## config.mk

```make
export PLATFORM = sky130hd
export DESIGN_NAME = shot_clock_ctrl
export DESIGN_NICKNAME = d
export VERILOG_FILES = /design/src/rtl/shot_clock_ctrl.sv
export SDC_FILE = /design/constraint.sdc
export NUM_CORES = 1
export LEC_CHECK = 0
export ABC_CLOCK_PERIOD_IN_PS = 4200
export BUFFER_PORTS_ARGS = -buffer_cell sky130_fd_sc_hd__buf_2
export CAP_MARGIN = 20
export CORE_ASPECT_RATIO = 0.6
export CORE_MARGIN = 1.5
export CORE_UTILIZATION = 50
export CTS_BUF_LIST = sky130_fd_sc_hd__clkbuf_8
export CTS_CLUSTER_SIZE = 8
export DETAILED_ROUTE_END_ITERATION = 6
export PLACE_DENSITY = 0.75
export SLEW_MARGIN = 20
export SYNTH_ARGS = -nofsm -noshare
export SYNTH_HDL_FRONTEND = slang
export SYNTH_SLANG_ARGS = --single-unit
```

## constraint.sdc

```tcl
create_clock -name clk -period 4.2 [get_ports clk]
set_input_delay 0.42 -clock clk [delete_from_list [all_inputs] [get_ports clk]]
set_output_delay 0.42 -clock clk [all_outputs]
set_load 0.1 [all_outputs]
```

## src/rtl/shot_clock_ctrl.sv

```systemverilog
// Shot-clock controller: per-turn countdown that freezes while balls roll,
// holds on pause, and rotates the active player on expiry or end of shot.
// Consumes the slow-clock one-second tick and drives its turbo select.
module shot_clock_ctrl #(
    parameter int TURN_SECONDS = 30,
    parameter int WARN_SECONDS = 5,
    parameter int NUM_PLAYERS  = 2,
    parameter int SEC_W        = 7
) (
    input  logic             clk,
    input  logic             resetN,
    input  logic             game_en,
    input  logic             start_game,
    input  logic             one_sec,
    input  logic             turbo_req,
    input  logic             pause,
    input  logic             shot_taken,
    input  logic             balls_moving,
    input  logic             keep_turn,
    output logic             turbo,
    output logic [SEC_W-1:0] seconds_left,
    output logic [1:0]       player,
    output logic             warn,
    output logic             timeout,
    output logic             turn_start,
    output logic [2:0]       state
);

    typedef enum logic [2:0] {
        ST_IDLE    = 3'd0,
        ST_RUNNING = 3'd1,
        ST_PAUSED  = 3'd2,
        ST_FROZEN  = 3'd3,
        ST_EXPIRED = 3'd4
    } state_t;

    localparam logic [SEC_W-1:0] TURN_VAL    = SEC_W'(TURN_SECONDS);
    localparam logic [SEC_W-1:0] WARN_VAL    = SEC_W'(WARN_SECONDS);
    localparam logic [SEC_W-1:0] ONE_SEC     = SEC_W'(1);
    localparam logic [1:0]       LAST_PLAYER = 2'(NUM_PLAYERS - 1);

    state_t           state_q;
    state_t           state_d;
    logic [SEC_W-1:0] sec_d;
    logic [1:0]       player_d;
    logic             timeout_d;
    logic             turn_start_d;
    logic             warn_d;
    logic             turbo_d;
    logic [1:0]       player_adv;

    // Next player in rotation, wrapping after the last one.
    assign player_adv = (player == LAST_PLAYER) ? 2'd0 : player + 2'd1;
    assign state      = state_q;

    // Next-state and next-output decode; every output is registered below.
    always_comb begin
        // NOTE: every variable gets a default first so no path leaves one
        // unassigned, which would otherwise infer a latch.
        state_d      = state_q;
        sec_d        = seconds_left;
        player_d     = player;
        timeout_d    = 1'b0;
        turn_start_d = 1'b0;

        if (!game_en) begin
            state_d  = ST_IDLE;
            sec_d    = '0;
            player_d = 2'd0;
        end else if (start_game) begin
            state_d      = ST_RUNNING;
            sec_d        = TURN_VAL;
            player_d     = 2'd0;
            turn_start_d = 1'b1;
        end else begin
            unique case (state_q)
                ST_IDLE: begin
                    sec_d    = '0;
                    player_d = 2'd0;
                end
                ST_RUNNING: begin
                    // pause beats a shot, a shot beats the tick.
                    if (pause) begin
                        state_d = ST_PAUSED;
                    end else if (shot_taken) begin
                        state_d = ST_FROZEN;
                    end else if (one_sec) begin
                        if (seconds_left > ONE_SEC) begin
                            sec_d = seconds_left - ONE_SEC;
                        end else begin
                            sec_d     = '0;
                            state_d   = ST_EXPIRED;
                            timeout_d = 1'b1;
                        end
                    end
                end
                ST_PAUSED: begin
                    if (!pause) begin
                        state_d = ST_RUNNING;
                    end
                end
                ST_FROZEN: begin
                    // Entry already costs one cycle here, so the first edge
                    // in FROZEN may exit once the table is still.
                    if (!balls_moving) begin
                        state_d      = ST_RUNNING;
                        sec_d        = TURN_VAL;
                        turn_start_d = 1'b1;
                        if (!keep_turn) begin
                            player_d = player_adv;
                        end
                    end
                end
                ST_EXPIRED: begin
                    state_d      = ST_RUNNING;
                    sec_d        = TURN_VAL;
                    player_d     = player_adv;
                    turn_start_d = 1'b1;
                end
                default: begin
                    state_d  = ST_IDLE;
                    sec_d    = '0;
                    player_d = 2'd0;
                end
            endcase
        end

        warn_d  = ((state_d == ST_RUNNING) || (state_d == ST_PAUSED)) &&
                  (sec_d != '0) && (sec_d <= WARN_VAL);
        turbo_d = (state_d != ST_IDLE) && turbo_req;
    end

    // State and output registers with asynchronous active-low reset.
    always_ff @(posedge clk or negedge resetN) begin
        if (!resetN) begin
            state_q      <= ST_IDLE;
            seconds_left <= '0;
            player       <= 2'd0;
            turbo        <= 1'b0;
            warn         <= 1'b0;
            timeout      <= 1'b0;
            turn_start   <= 1'b0;
        end else begin
            // NOTE: non-blocking assignments so every register samples the
            // pre-edge values regardless of statement order.
            state_q      <= state_d;
            seconds_left <= sec_d;
            player       <= player_d;
            turbo        <= turbo_d;
            warn         <= warn_d;
            timeout      <= timeout_d;
            turn_start   <= turn_start_d;
        end
    end

endmodule

```

==> results_dict.tcl, run 1 <==
set metrics [dict create \
    syn_inst 123 \
    hold_class "primary input to async pin" \
    via_per_inst 6.14 \
    slew_violations 0 \
    cp-startpoint "seconds_left[1]" \
    ys_async_sr_fraction 1.00 \
    arrival_ns 2.51 \
    rows 12 \
    cts.sinks 16 \
    tightestPinTransition_ns 0.755 \
    overflow 0 \
    synth-simple-area-share 0.279 \
    drv_cap 0 \
    synth_warnings 0 \
    synth_fp_nets 135 \
    synth_top_area_share 0.363 \
    wirelength_um 2830 \
    area_growth_pct 15.9 \
    antenna_cells 0 \
    start_kind "flip-flop" \
    fmax_ghz 0.417 \
    crit_slowest_cell "a2111oi_0" \
    numPortBuffers 25 \
    final.setup.tns_ns 0 \
    drive_gt1_frac 0.255 \
    postCtsSetupBuffers 0 \
    drtAntennaViolNets 0 \
    outcome "completed" \
    htree_levels 1 \
    drt_iter0_markers 87 \
    grt_max_degree 17 \
    peakVddDrop_mv 0.257 \
    synth_top_cell_by_area "dfrtp_1" \
    cts.repair.resized 0 \
    synth_most_common_cell "dfrtp_1" \
    ys_top_cells_by_count "dfrtp_1 (16), a21oi_1 (9), nor3_1 (9), nor2_1 (7)" \
    end_kind "flip-flop" \
    start_util 0.560 \
    final_core_util 0.649 \
    synth_compound_area_frac 0.240 \
    synth_ff_type "dfrtp_1" \
    cts_tree "yes" \
    place_hpwl_um 2160 \
    die_y_um 39.4 \
    p_leak_uw 0.000579 \
    grt_pass1_wl_um 4550 \
    nNetsFinal 159 \
    clk_pin_slew_worst_paths_ns 0.06 \
    synthAdderAreaFrac 0.0227 \
    yosys-mux-area-fraction 0.0193 \
    min_period_ns 2.40 \
    core_sq_um 1970 \
    synth_area_per_cell_sq_um 8.96 \
    cp_slowest_stage_delay_ns 0.71 \
    cts_made_buffers 3 \
    dieArea_sq_um 2500 \
    min_period_over_period 0.571 \
    synth-edff-count 0 \
    cts.path.max_buffers 2 \
    fin_ws_ns 1.80 \
    rsz0062_at_grt "no" \
    place_ws_ns 1.93 \
    synthXorXnorAreaFrac 0.0318 \
    ys_top_cells_by_area "dfrtp_1 (36%), a21oi_1 (4.1%), nor3_1 (4.1%), nand2b_1 (2.8%), nor2_1 (2.4%)" \
    insertion_delay_ns 0.25 \
    grt_use_total 0.252 \
    clock_skew_ns 0.00269 \
    gp_congestion 0.886 \
    hold_violations 0 \
    crit_required_ns 4.32 \
    cts_hold_buf 0 \
    root_buffer "clkbuf_8" \
    whs_ns 0.0714 \
    crit_fanout 5 \
    synth_area_sq_um 1100 \
    setup.worst_path.class "flip-flop to flip-flop" \
    synth_seq_cells 16 \
    relSlewSlack 0.483 \
    critical_path.cell_chain "inv_1 -> ha_1 -> o21bai_1 -> and3_1 -> a2111oi_0 -> a311oi_1 -> o31ai_1 -> a2111oi_2" \
    grt_pass1_vias 898 \
    route.detailed.drc 0 \
    avgRoutedWirePerCell_um 16.3 \
    synth_top_family_by_area "simple AND/OR/NAND/NOR gates" \
    drtPass1Iterations 4 \
    io_pins 26 \
    pwr_density_cell_nw_per_um2 311 \
    timing.rr.start "seconds_left[1]" \
    via_count 1062 \
    seq_area_frac_synth 0.363 \
    antenna_found_initial 0 \
    synth_cell_types 47 \
    setup_viol 0 \
    die_w_um 63.6 \
]
## worst paths after layout
check | slack, ns | cells after the start | endpoint
max | 1.80 | 8 | warn
min | 0.07 | 1 | player[1]
max reg2reg | 1.80 | 8 | warn
min reg2reg | 0.48 | 1 | player[1]
max in group asynchronous | 3.86 | 1 | seconds_left[1]
min in group clk | 0.40 | 2 | turbo
## cells in the final DEF (no fill, tap or decap), types with 2 or more instances in the layout
master	n
buf_2	25
nor2_1	7
ha_1	2
xor2_1	2
xnor2_1	2
nor3b_1	3
nand2b_1	5
o31ai_1	3
o21ai_1	2
or3_1	2
nor3_1	9
o21ai_0	5
a21oi_2	2
a31oi_1	2
dfrtp_1	16
o21a_1	3
nand2_1	6
clkbuf_8	3
nor2b_1	3
a21oi_1	9
and3_1	4
inv_1	6
## cell families (layout without fill, tap and decap cells)
kind of cell	after synthesis	in the layout
mux	2	2
xor+xnor	4	4
fa+ha+maj	2	2
simple gates	49	49
compound gates	38	38
flops	16	16
buf+inv	12	34
## layer usage
layer  up-vias  global-route usage  routed length, um
li1        501                   -                  -
met5         -                   0                  0
met1       487               0.359               1320
met3         5              0.0747                349
met4         0              0.0761                 22
met2        69               0.368               1140
## state kept, by name, summed over array words and instances (netlist names)
register      flops
player            2
seconds_left      7
state             3
timeout           1
turbo             1
turn_start        1
warn              1
## stage by stage
| step | power [uW] | area, sq um | std cells |
|---|---|---|---|
| 2_1_floorplan | 257 | 1100 | 123 |
| 3_3_place_gp | 281 | 1240 | 170 |
| 3_5_place_dp | 282 | 1240 | 170 |
| 4_1_cts | 398 | 1280 | 173 |
| 5_1_grt | 411 | 1280 | 173 |
| 6_report | 398 | 1280 | 173 |
## power by group
part	total, uW	internal (uW)	switching (uW)
Sequential	170	160	9.55
Combinational	111	27.7	83.6
Clock	117	63.8	53.3
## critical path: cells and delay by family, from the launching register on
kind,cells,cell delay (ns)
fa+ha+maj,1,0.19
flops,1,0.47
simple gates,1,0.22
compound gates,5,1.29
buf+inv,1,0.10
## layout make-up
class | instances | area (sq um)
Clock buffer | 3 | 41.3
Fill cell | 166 | 689
Inverter | 6 | 22.5
Multi-Input combinational cell | 95 | 653
Sequential cell | 16 | 400
Tap cell | 28 | 35.0
Timing Repair Buffer | 25 | 125
Note: power is estimated with default switching activity, not from simulation.
==> run 2: changes to the inputs <==
Settings changed: ABC_CLOCK_PERIOD_IN_PS 4200 to 1950, PLACE_DENSITY 0.75 to 0.78.
Clock period 4.2 ns to 1.95 ns, I/O delays scaled along.
==> run 2 against run 1 <==
The run now ends with negative setup slack left. Combinational power increased to 3.1 times the previous value. Register-to-register slack got worse by 1.9 ns. Clock skew increased by 0.0011 ns. Hold slack improved by 0.12 ns. Clock-buffer cell count increased by 1. Flip-flop and latch count unchanged. Sequential power increased by 110%. Largest cell class unchanged. Largest power group unchanged.
==> results_dict.tcl, run 2 (synthesis results as in run 1) <==
set metrics [dict create \
    pwr_density_cell_nw_per_um2 607 \
    switching_share 0.375 \
    clock_skew_ns 0.00380 \
    final_core_util 0.856 \
    crit_required_ns 2.10 \
    drive_gt1_frac 0.562 \
    fin_ws_ns -0.124 \
    fmax_ghz 0.482 \
    area_growth_pct 52.8 \
    drv_cap 0 \
    tightestPinTransition_ns 0.520 \
    final_cell_mix "buf_2 (25), buf_4 (22), a21oi_1 (9)" \
    dpl.cell_count 189 \
    cts.path.max_buffers 2 \
    whs_ns 0.192 \
    p_leak_uw 0.000720 \
    top_register "seconds_left" \
    drt_iter0_markers 140 \
    die_w_um 63.6 \
    wirelength_um 4230 \
    antenna_found_initial 0 \
    drtAntennaViolNets 0 \
    gp_congestion 0.960 \
    die_y_um 39.4 \
    p_seq_frac 0.354 \
    fill_cells 95 \
    critical_path.cell_chain "ha_4 -> o21bai_4 -> and3_4 -> or3_4 -> a21oi_4 -> nor2_4 -> a2111oi_4" \
    crit_fanout 4 \
    cts_made_buffers 3 \
    outcome "finished with violations" \
    min_period_ns 2.07 \
    grt_pass1_wl_um 5920 \
    place_hpwl_um 2430 \
    switchingPower_uw 384 \
    grt_pass1_vias 1140 \
    slew_violations 0 \
    cp_slowest_stage_delay_ns 0.51 \
    relSlewSlack 0.656 \
    p_comb_frac 0.341 \
    cts_tree "yes" \
    end_kind "flip-flop" \
    hold_class "primary input to flip-flop" \
    rsz0062_at_grt "yes" \
    start_util 0.560 \
    antenna_cells 0 \
    cts.sinks 16 \
    violations "negative setup slack" \
    via_count 1313 \
    grt_max_degree 17 \
    rows 12 \
    route.detailed.drc 0 \
    core_sq_um 1970 \
    arrival_ns 2.22 \
    dieArea_sq_um 2500 \
    p_int_uw 639 \
    min_period_over_period 1.06 \
    setup.worst_path.class "flip-flop to flip-flop" \
    place_area_sq_um 1410 \
    hold_violations 0 \
    drtPass1Iterations 5 \
    grt_use_total 0.331 \
    largest_reg_flops 7 \
    root_buffer "clkbuf_8" \
    setup_viol 1 \
    clk_pin_slew_worst_paths_ns 0.07 \
    clock_power_share 0.305 \
    numPortBuffers 25 \
    nNetsFinal 182 \
    htree_levels 1 \
    via_per_inst 6.66 \
    fin_cells 197 \
    overflow 0 \
    insertion_delay_ns 0.26 \
    io_pins 26 \
    avgRoutedWirePerCell_um 21.5 \
    mostFrequentLayoutCell "buf_2" \
    start_kind "flip-flop" \
    crit_slowest_cell "dfrtp_4" \
    final_area_sq_um 1680 \
    peakVddDrop_mv 0.603 \
]
-- run 2: metrics by stage --
stage / setup TNS [ns] / setup slack, ns / total power (uW)
after floorplan: -0.246 / -0.154 / 560
after global placement: -0.0992 / -0.0992 / 643
after CTS: -0.0789 / -0.0789 / 978
after global routing: -0.196 / -0.183 / 1050
final: -0.124 / -0.124 / 1020
after detailed placement: -0.199 / -0.199 / 648
-- run 2: power by group through the flow --
stage	combinational [uW]	sequential, uW	clock (uW)
after detailed placement	283	365	0
after global placement	279	364	0
final	349	363	312
after global routing	362	364	323
after floorplan	98.2	462	0
after CTS	311	358	308
-- run 2: layout make-up --
cell class | instances | area, sq um | share of cell area
clock buffer | 4 | 55.1 | 0.0327
inverter | 6 | 25.0 | 0.0149
multi-input combinational | 95 | 846 | 0.502
sequential | 16 | 423 | 0.251
tap | 28 | 35.0 | 0.0208
timing repair buffer | 48 | 300 | 0.178
-- run 2: what timing repair did --
item                                   in CTS  in global routing
cloned                                      0                  0
setup endpoints to repair                   2                  4
gates resized for setup                    19                 15
pin swaps                                  10                  5
hold buffers                                1                  0
endpoints found under the hold margin      16                  0
buffers inserted                            3                  1
-- run 2: critical path, delay by kind of cell, from the launching register on --
family	cells	cell delay, ns
AOI/OAI and AO/OA	3	0.70
adders and majority gates	1	0.17
DFF	1	0.51
and+or+nand+nor	3	0.58
-- run 2: layer usage --
layer  GRT usage  wire length (um)  up-vias
li1            -                 -      545
met1       0.459              1690      611
met4       0.120               152        0
met2       0.513              1850      135
met5           0                 0        -
met3      0.0747               542       22
-- run 2: final timing paths --
| path | startpoint | end | slack (ns) | depth (start not counted) |
|---|---|---|---|---|
| min reg2reg | player[1] | player[1] | 0.51 | 1 |
| max | seconds_left[0] | warn | -0.12 | 7 |
| min | turbo_req | turbo | 0.19 | 2 |
| min in group asynchronous | resetN | state[0] | 0.39 | 2 |
| max in group asynchronous | resetN | seconds_left[0] | 1.24 | 2 |
| max reg2reg | seconds_left[0] | warn | -0.12 | 7 |
